--- src/rtl/fclk_div_pkg.sv ---
// Shared types and constants for the fclk_div_buf clock divider.
// Optional LOCK output is enabled with FCLK_DIV_LOCK_EN.
package fclk_div_pkg;

    localparam int DIV_W_DEFAULT = 8;

    typedef enum logic [1:0] {
        IDLE = 2'd0,
        HIGH = 2'd1,
        LOW  = 2'd2
    } ch_state_t;

endpackage

--- src/rtl/fclk_div_ch.sv ---
// One divider channel: phase state machine, counter, ratio register, load handshake.
// Optional LOCK output is enabled with FCLK_DIV_LOCK_EN.
module fclk_div_ch
    import fclk_div_pkg::*;
#(
    parameter int DIV_W = DIV_W_DEFAULT
) (
    input  logic             i_clk,
    input  logic             i_rst_n,
    input  logic             i_en,
    input  logic [DIV_W-1:0] i_div,
    input  logic             i_load,
    output logic             o_ack,
`ifdef FCLK_DIV_LOCK_EN
    output logic             o_lock,
`endif
    output logic             o_clk
);

    localparam logic [DIV_W-1:0] CNT_ONE = {{(DIV_W-1){1'b0}}, 1'b1};

    ch_state_t        r_state;
    ch_state_t        w_stateNext;
    logic [DIV_W-1:0] r_cnt;
    logic [DIV_W-1:0] w_cntNext;
    logic [DIV_W-1:0] r_ratio;
    logic             r_ack;
    logic             r_o;
    logic             w_phaseEnd;
    logic             w_capture;

    assign w_phaseEnd = (r_cnt == r_ratio);

    // A new ratio is only taken while idle or on the last LOW cycle, so a phase is never cut short.
    assign w_capture  = i_load && !r_ack &&
                        ((r_state == IDLE) || ((r_state == LOW) && w_phaseEnd));

    always_comb begin
        w_stateNext = r_state;
        w_cntNext   = r_cnt;
        case (r_state)
            IDLE: begin
                w_cntNext = '0;
                if (i_en) begin
                    w_stateNext = HIGH;
                end
            end
            HIGH: begin
                if (w_phaseEnd) begin
                    w_stateNext = LOW;
                    w_cntNext   = '0;
                end else begin
                    w_cntNext = r_cnt + CNT_ONE;
                end
            end
            LOW: begin
                if (w_phaseEnd) begin
                    w_stateNext = i_en ? HIGH : IDLE;
                    w_cntNext   = '0;
                end else begin
                    w_cntNext = r_cnt + CNT_ONE;
                end
            end
            default: begin
                w_stateNext = IDLE;
                w_cntNext   = '0;
            end
        endcase
    end

    // The output is registered from the current state, giving one cycle of latency after a start.
    always_ff @(posedge i_clk or negedge i_rst_n) begin
        if (!i_rst_n) begin
            r_state <= IDLE;
            r_cnt   <= '0;
            r_o     <= 1'b0;
        end else begin
            r_state <= w_stateNext;
            r_cnt   <= w_cntNext;
            r_o     <= (r_state == HIGH);
        end
    end

    always_ff @(posedge i_clk or negedge i_rst_n) begin
        if (!i_rst_n) begin
            r_ratio <= '0;
            r_ack   <= 1'b0;
        end else if (w_capture) begin
            r_ratio <= i_div;
            r_ack   <= 1'b1;
        end else if (r_ack && !i_load) begin
            r_ack   <= 1'b0;
        end
    end

`ifdef FCLK_DIV_LOCK_EN
    logic r_lock;
    logic r_seenHigh;

    // Lock needs a complete HIGH then LOW at the current ratio; any capture or stop restarts that.
    always_ff @(posedge i_clk or negedge i_rst_n) begin
        if (!i_rst_n) begin
            r_lock     <= 1'b0;
            r_seenHigh <= 1'b0;
        end else if (w_capture || (w_stateNext == IDLE)) begin
            r_lock     <= 1'b0;
            r_seenHigh <= 1'b0;
        end else begin
            if ((r_state == HIGH) && w_phaseEnd) begin
                r_seenHigh <= 1'b1;
            end
            if ((r_state == LOW) && w_phaseEnd && r_seenHigh) begin
                r_lock <= 1'b1;
            end
        end
    end

    assign o_lock = r_lock;
`endif

    assign o_ack = r_ack;
    assign o_clk = r_o;

endmodule

--- src/rtl/fclk_div_buf.sv ---
// Multi-channel even-ratio fabric clock divider with glitch-free enable and ratio reload.
// Optional per-channel LOCK port is enabled with FCLK_DIV_LOCK_EN.
module fclk_div_buf
    import fclk_div_pkg::*;
#(
    parameter int NUM_CH = 2,
    parameter int DIV_W  = DIV_W_DEFAULT
) (
    input  logic                    C,
    input  logic                    R,
    input  logic [NUM_CH-1:0]       EN,
    input  logic [NUM_CH*DIV_W-1:0] DIV,
    input  logic [NUM_CH-1:0]       LOAD,
    output logic [NUM_CH-1:0]       ACK,
`ifdef FCLK_DIV_LOCK_EN
    output logic [NUM_CH-1:0]       LOCK,
`endif
    output logic [NUM_CH-1:0]       O
);

    for (genvar k = 0; k < NUM_CH; k++) begin : g_ch
        fclk_div_ch #(
            .DIV_W (DIV_W)
        ) u_ch (
            .i_clk   (C),
            .i_rst_n (R),
            .i_en    (EN[k]),
            .i_div   (DIV[k*DIV_W +: DIV_W]),
            .i_load  (LOAD[k]),
            .o_ack   (ACK[k]),
`ifdef FCLK_DIV_LOCK_EN
            .o_lock  (LOCK[k]),
`endif
            .o_clk   (O[k])
        );
    end

endmodule

--- config.mk ---
export PLATFORM = sky130hd
export DESIGN_NAME = fclk_div_buf
export DESIGN_NICKNAME = d
export VERILOG_FILES = /design/src/rtl/fclk_div_pkg.sv /design/src/rtl/fclk_div_ch.sv /design/src/rtl/fclk_div_buf.sv
export SDC_FILE = /design/constraint.sdc
export NUM_CORES = 1
export LEC_CHECK = 0
export CAP_MARGIN = 10
export CORE_ASPECT_RATIO = 1.2
export CORE_MARGIN = 3
export CORE_UTILIZATION = 53
export DETAILED_ROUTE_END_ITERATION = 7
export PLACE_DENSITY = 0.82
export SLEW_MARGIN = 20
export SYNTH_ARGS = -nofsm -noshare
export SYNTH_HDL_FRONTEND = slang
export SYNTH_SLANG_ARGS = --single-unit
--- constraint.sdc ---
create_clock -name C -period 1.89 [get_ports C]
set_input_delay 0.189 -clock C [delete_from_list [all_inputs] [get_ports C]]
set_output_delay 0.189 -clock C [all_outputs]
set_load 0.01 [all_outputs]
Word level (Yosys, flattened, before mapping)
Index checks and enable logic that the tools add are counted.
{"block": "classes", "n_reduce_logical": 22, "eq_ne": 12, "addsub": 2, "n_mux": 18}
{"cell": "8-bit 2-to-1 mux", "count": 4}
{"cell": "8-bit by 1-bit adder with 8-bit output (second input constant)", "count": 2}
{"cell": "8-bit == test", "count": 2}
{"cell": "2-bit 2-to-1 mux", "count": 6}
{"cell": "2-bit one-hot mux with 3 select lines", "count": 2}
{"cell": "1-bit logical AND", "count": 8}
{"cell": "2-bit by 1-bit != test with 1-bit output (second input constant)", "count": 4}
{"cell": "1-bit 2-to-1 mux", "count": 6}
{"cell": "3-bit AND reduction", "count": 2}
{"cell": "2-bit by 1-bit == test with 1-bit output (second input constant)", "count": 2}
{"cell": "2-bit == test (second input constant)", "count": 2}
{"cell": "1-bit logical NOT", "count": 4}
{"cell": "2-bit logical NOT", "count": 2}
{"cell": "2-bit != test (second input constant)", "count": 2}
{"cell": "2-bit nonzero test", "count": 2}
{"cell": "2-bit OR reduction", "count": 2}
{"cell": "1-bit logical OR", "count": 2}
{"block": "word_totals", "inputBits": 22, "elab_cells": 64, "output_inout_bits": 4, "reg_bits": 40}

Logic depth before layout (Yosys ltp)
{"block": "logic_depth", "ltp_word": 5, "ltp_mapped": 6, "depth_no_buf": 5}

Hierarchy
Synthesis repeated with hierarchy kept, for this count alone.
{"block": "unflattened", "hier_cells": 286, "area_unflattened_um2": 2637.5}
{"mod": "fclk_div_ch", "seq_area_each_um2": 500.5, "area_each_um2": 1318.8, "cells_each": 143, "instances": 2}

Worst setup path after synthesis
Ideal clock, no wire load.
{"block": "synth_path", "kind": "register to register", "start": "register g_ch[0].u_ch.r_state[0]", "end": "register g_ch[0].u_ch.r_ratio[0]", "t_required_ns": 1.759, "setup_ns": 0.131, "stages_incl_launch_ff": 7, "arrival_ns": 1.343, "n_path_buf": 1, "period_less_slack_ns": 1.474, "setup_slack_ns": 0.416, "path_cell_list": "dfrtp_1 > inv_1 > ha_1 > clkbuf_1 > and3_1 > a221oi_1 > nand3_1"}
{"block": "synth_via", "elab_chain_cells": 4, "elab_cells_between_ends": 5, "cone_classes": "eq/ne (1); reduce/logical (4)"}
{"element": "from (decl)", "line": "fclk_div_ch.sv:22", "rtl": "ch_state_t r_state;"}
{"element": "from (signal assigned)", "line": "fclk_div_ch.sv:78", "rtl": "r_state <= w_stateNext;"}
{"element": "2-bit == test", "line": "fclk_div_ch.sv:36", "rtl": "((r_state == IDLE) || ((r_state == LOW) && w_phaseEnd));"}
{"element": "1-bit logical AND", "line": "fclk_div_ch.sv:36"}
{"element": "1-bit logical OR *", "line": "fclk_div_ch.sv:36"}
{"element": "1-bit logical AND *", "line": "fclk_div_ch.sv:35", "rtl": "assign w_capture = i_load && !r_ack &&"}
{"element": "to (signal assigned)", "line": "fclk_div_ch.sv:89", "rtl": "r_ratio <= i_div;"}
{"element": "to (decl)", "line": "fclk_div_ch.sv:26", "rtl": "logic [DIV_W-1:0] r_ratio;"}
Every way passes the cells marked *; elsewhere a longest branch is shown, timed or not.
A chain may end at the register's enable or synchronous reset.

Final worst setup path
{"block": "layout_path", "start": "register g_ch[0].u_ch.r_state[1]", "end": "register g_ch[0].u_ch.r_ratio[6]"}
Same word-level chain as after synthesis.

==> impl_metrics.env <==
export IMPL_status="complete, no violations"
export IMPL_vias_per_cell=5.93
export IMPL_worstPathRequired_ns=2.07
export IMPL_synth_area_sq_mm=0.00255
export IMPL_gp_congestion=0.756
export IMPL_synth_warning_count=0
export IMPL_worstSetupPathType="reg -> reg"
export IMPL_antenna_found_initial=0
export IMPL_stdcell_count=365
export IMPL_path_depth=5
export IMPL_drive_gt1_share_pct=7.82
export IMPL_drt_iter0_markers=112
export IMPL_met1_length_mm=2.40
export IMPL_grtUsageTotal_pct=20.4
export IMPL_avgRoutedWirePerCell_um=15.2
export IMPL_cts_buffers=5
export IMPL_power_density_mw_per_mm2=1170
export IMPL_yosysSeqAreaShare_pct=39.2
export IMPL_cts_num_sinks=40
export IMPL_synthToLayoutAreaGrowth_pct=17.0
export IMPL_crit_fanout=19
export IMPL_ys_top_cells_by_count="dfrtp_1 (40), nand3_1 (35), xnor2_1 (21)"
export IMPL_finalSetupViolations=0
export IMPL_synth_edf_count=0
export IMPL_layout_min_cycle_time_ns=1.69
export IMPL_synth_top_area_cell="dfrtp_1"
export IMPL_grt_first_pass_wirelength_mm=9.47
export IMPL_hold_class="in -> reg"
export IMPL_crit_slowest_cell="ha_1"
export IMPL_wirelength_mm=5.56
export IMPL_tightestPinTransition_ns=0.556
export IMPL_finalHoldViolations=0
export IMPL_async_flop_share_pct=100
export IMPL_syn_area_per_cell_sq_um=9.01
export IMPL_htree_levels=2
export IMPL_pre_cts_slack_ns=0.198
export IMPL_r2r_end="g_ch[0].u_ch.r_ratio[6]"
export IMPL_timing_critical_path_cells="inv_1, ha_1, nor2b_1, a221oi_1, nand3_1"
export IMPL_synth_seq_cells=40
export IMPL_ir_drop_v=0.000670
export IMPL_detailroute_wirelength_met3_um=184
export IMPL_fillers=392
export IMPL_end_kind="flip-flop"
export IMPL_post_synth_top_count_cell="dfrtp_1"
export IMPL_clkTransAtPathRegs_ns=0.08
export IMPL_maxCapViolations=0
export IMPL_num_antenna_cells=0
export IMPL_synth_nets=315
export IMPL_initial_core_util_pct=55.1
export IMPL_dpl_cell_count=356
export IMPL_ys_top_cells_by_area="dfrtp_1 (39%), xnor2_1 (7.2%), nand3_1 (6.9%), a221oi_1 (5.5%), and3_1 (4.9%)"
export IMPL_slew_violations=0
export IMPL_setup_tns_final_ns=0
export IMPL_num_vias=2166
export IMPL_cts_root_buf="clkbuf_8"
export IMPL_max_clock_freq_mhz=592
export IMPL_place_area_sq_mm=0.00285
export IMPL_dr_wl_met2_mm=2.91
export IMPL_r2r_start="g_ch[0].u_ch.r_state[1]"
export IMPL_port_buffers=25
export IMPL_clockBufferDepth=2
export IMPL_power_total_mw=3.48
export IMPL_rsz0062_at_grt="false"
export IMPL_rows=27
export IMPL_finalCritPeriodShare_pct=89.4
export IMPL_ys_types=29
export IMPL_rrSetupSlack_ns=0.20
export IMPL_arrival_ns=1.87
export IMPL_coreArea_sq_mm=0.00463
export IMPL_design_area_sq_mm=0.00298
export IMPL_drc_errors=0
export IMPL_grt_ovfl_total=0
export IMPL_slowest_delay_ns=0.51
export IMPL_synthCells=283
export IMPL_slew_headroom_pct=62.9
export IMPL_fin_ws_ns=0.201
export IMPL_synth_top_area_share_pct=39.2
export IMPL_fin_skew_ns=0.00758
export IMPL_io_pins=26
export IMPL_cts_tree="built"
export IMPL_power_leakage_nw=1.16
export IMPL_dp_hpwl_mm=3.84
export IMPL_topRoutingLayerUsed="met4"
export IMPL_r2r_cells=5
export IMPL_dieArea_sq_mm=0.00569
export IMPL_die_x_um=69.3
export IMPL_cp_buffers_inverters=1
export IMPL_dr_pass1_iters=4
export IMPL_crit_end="g_ch[0].u_ch.r_ratio[6]"
export IMPL_grt_pass1_vias=2094
export IMPL_fin_nets=338
export IMPL_synth_ff_type="dfrtp_1"
export IMPL_cts_setup_buffers=0
export IMPL_clk_latency_ns=0.30
export IMPL_ant_nets=0
export IMPL_startpoint="g_ch[0].u_ch.r_state[1]"
export IMPL_grt_max_degree=41
export IMPL_die_h_um=82
export IMPL_critPathLaunchType="flip-flop"
export IMPL_path_delay_family="adder cells"
==> worst register-to-register path, delay by kind of cell, from the launching register on <==
| kind | cells | cell delay (ns) |
|---|---|---|
| compound gates | 1 | 0.28 |
| fa+ha+maj | 1 | 0.51 |
| simple gates | 2 | 0.25 |
| flops | 1 | 0.43 |
| buf+inv | 1 | 0.10 |
==> layout by cell type (no fill, tap or decap), drive strengths merged, types with 8 or more instances in the layout <==
cell / count
inv: 8
nand3: 35
nor2b: 20
clkdlybuf4s50: 24
or3: 16
a221oi: 16
xnor2: 21
dfrtp: 40
o21ai: 20
ha: 10
and3: 20
buf: 11
nor2: 18
==> how the worst min path moves through the flow <==
stage	start	to	slack, ns	cells after the start
final	LOAD[1]	g_ch[1].u_ch.o_ack	0.47	2
after global routing	LOAD[1]	g_ch[1].u_ch.o_ack	0.48	2
after CTS	LOAD[1]	g_ch[1].u_ch.o_ack	0.47	2
after detailed placement	R	g_ch[0].u_ch.r_cnt[4]	0.28	2
after global placement	R	g_ch[0].u_ch.r_cnt[2]	0.29	2
after floorplan	R	g_ch[0].u_ch.o_ack	-0.11	0
==> area by class of cell <==
type	count	area [sq um]	area share [%]
multi-input cells	213	1420	47.5
flip-flops and latches	40	1000	33.5
repair buffers	36	330	11.1
clock buffers	7	96.3	3.23
well taps	58	72.6	2.43
inverters	10	37.5	1.26
clock inverters	1	30.0	1.01
==> registers in the layout, indices dropped and copies added, names as in the netlist <==
| signal | flops |
|---|---|
| g_ch.u_ch.r_ratio | 16 |
| g_ch.u_ch.r_cnt | 16 |
| g_ch.u_ch.o_ack | 2 |
| g_ch.u_ch.o_clk | 2 |
| g_ch.u_ch.r_state | 4 |
==> layer usage <==
metal	GRT usage, %	vias up
met5	0	-
met4	6.25	0
met3	3.67	6
met2	37.0	38
met1	24.9	1059
li1	-	1063
==> kinds of logic after synthesis <==
group | after synthesis | share of synthesized area (%)
flip-flops | 40 | 39.2
XOR/XNOR | 28 | 9.61
adder cells (fa/ha/maj) | 10 | 4.90
AND/OR/NAND/NOR | 127 | 27.3
AO/OA/AOI/OAI | 48 | 13.6
buffers and inverters | 30 | 5.35
==> power breakdown <==
group / leakage, nW / switching [mW] / total, mW / internal [mW]
Clock: 0.0645 / 0.307 / 0.773 / 0.466
Combinational: 0.617 / 0.676 / 1.37 / 0.689
Sequential: 0.479 / 0.245 / 1.34 / 1.10
==> through the flow <==
step / hold slack, ns / utilization (%)
after floorplan: -0.107 / -
after global placement: 0.285 / 61.5
after detailed placement: 0.284 / 61.5
after CTS: 0.468 / 64.4
after global routing: 0.480 / 64.5
final: 0.473 / 64.5
==> what timing repair did <==
action / CTS / global route
setup endpoints to repair: 0 / 1
gates resized for setup: 0 / 1
endpoints found under the hold margin: 40 / 0
hold buffers: 1 / 0
(Power assumes the default switching activity.)
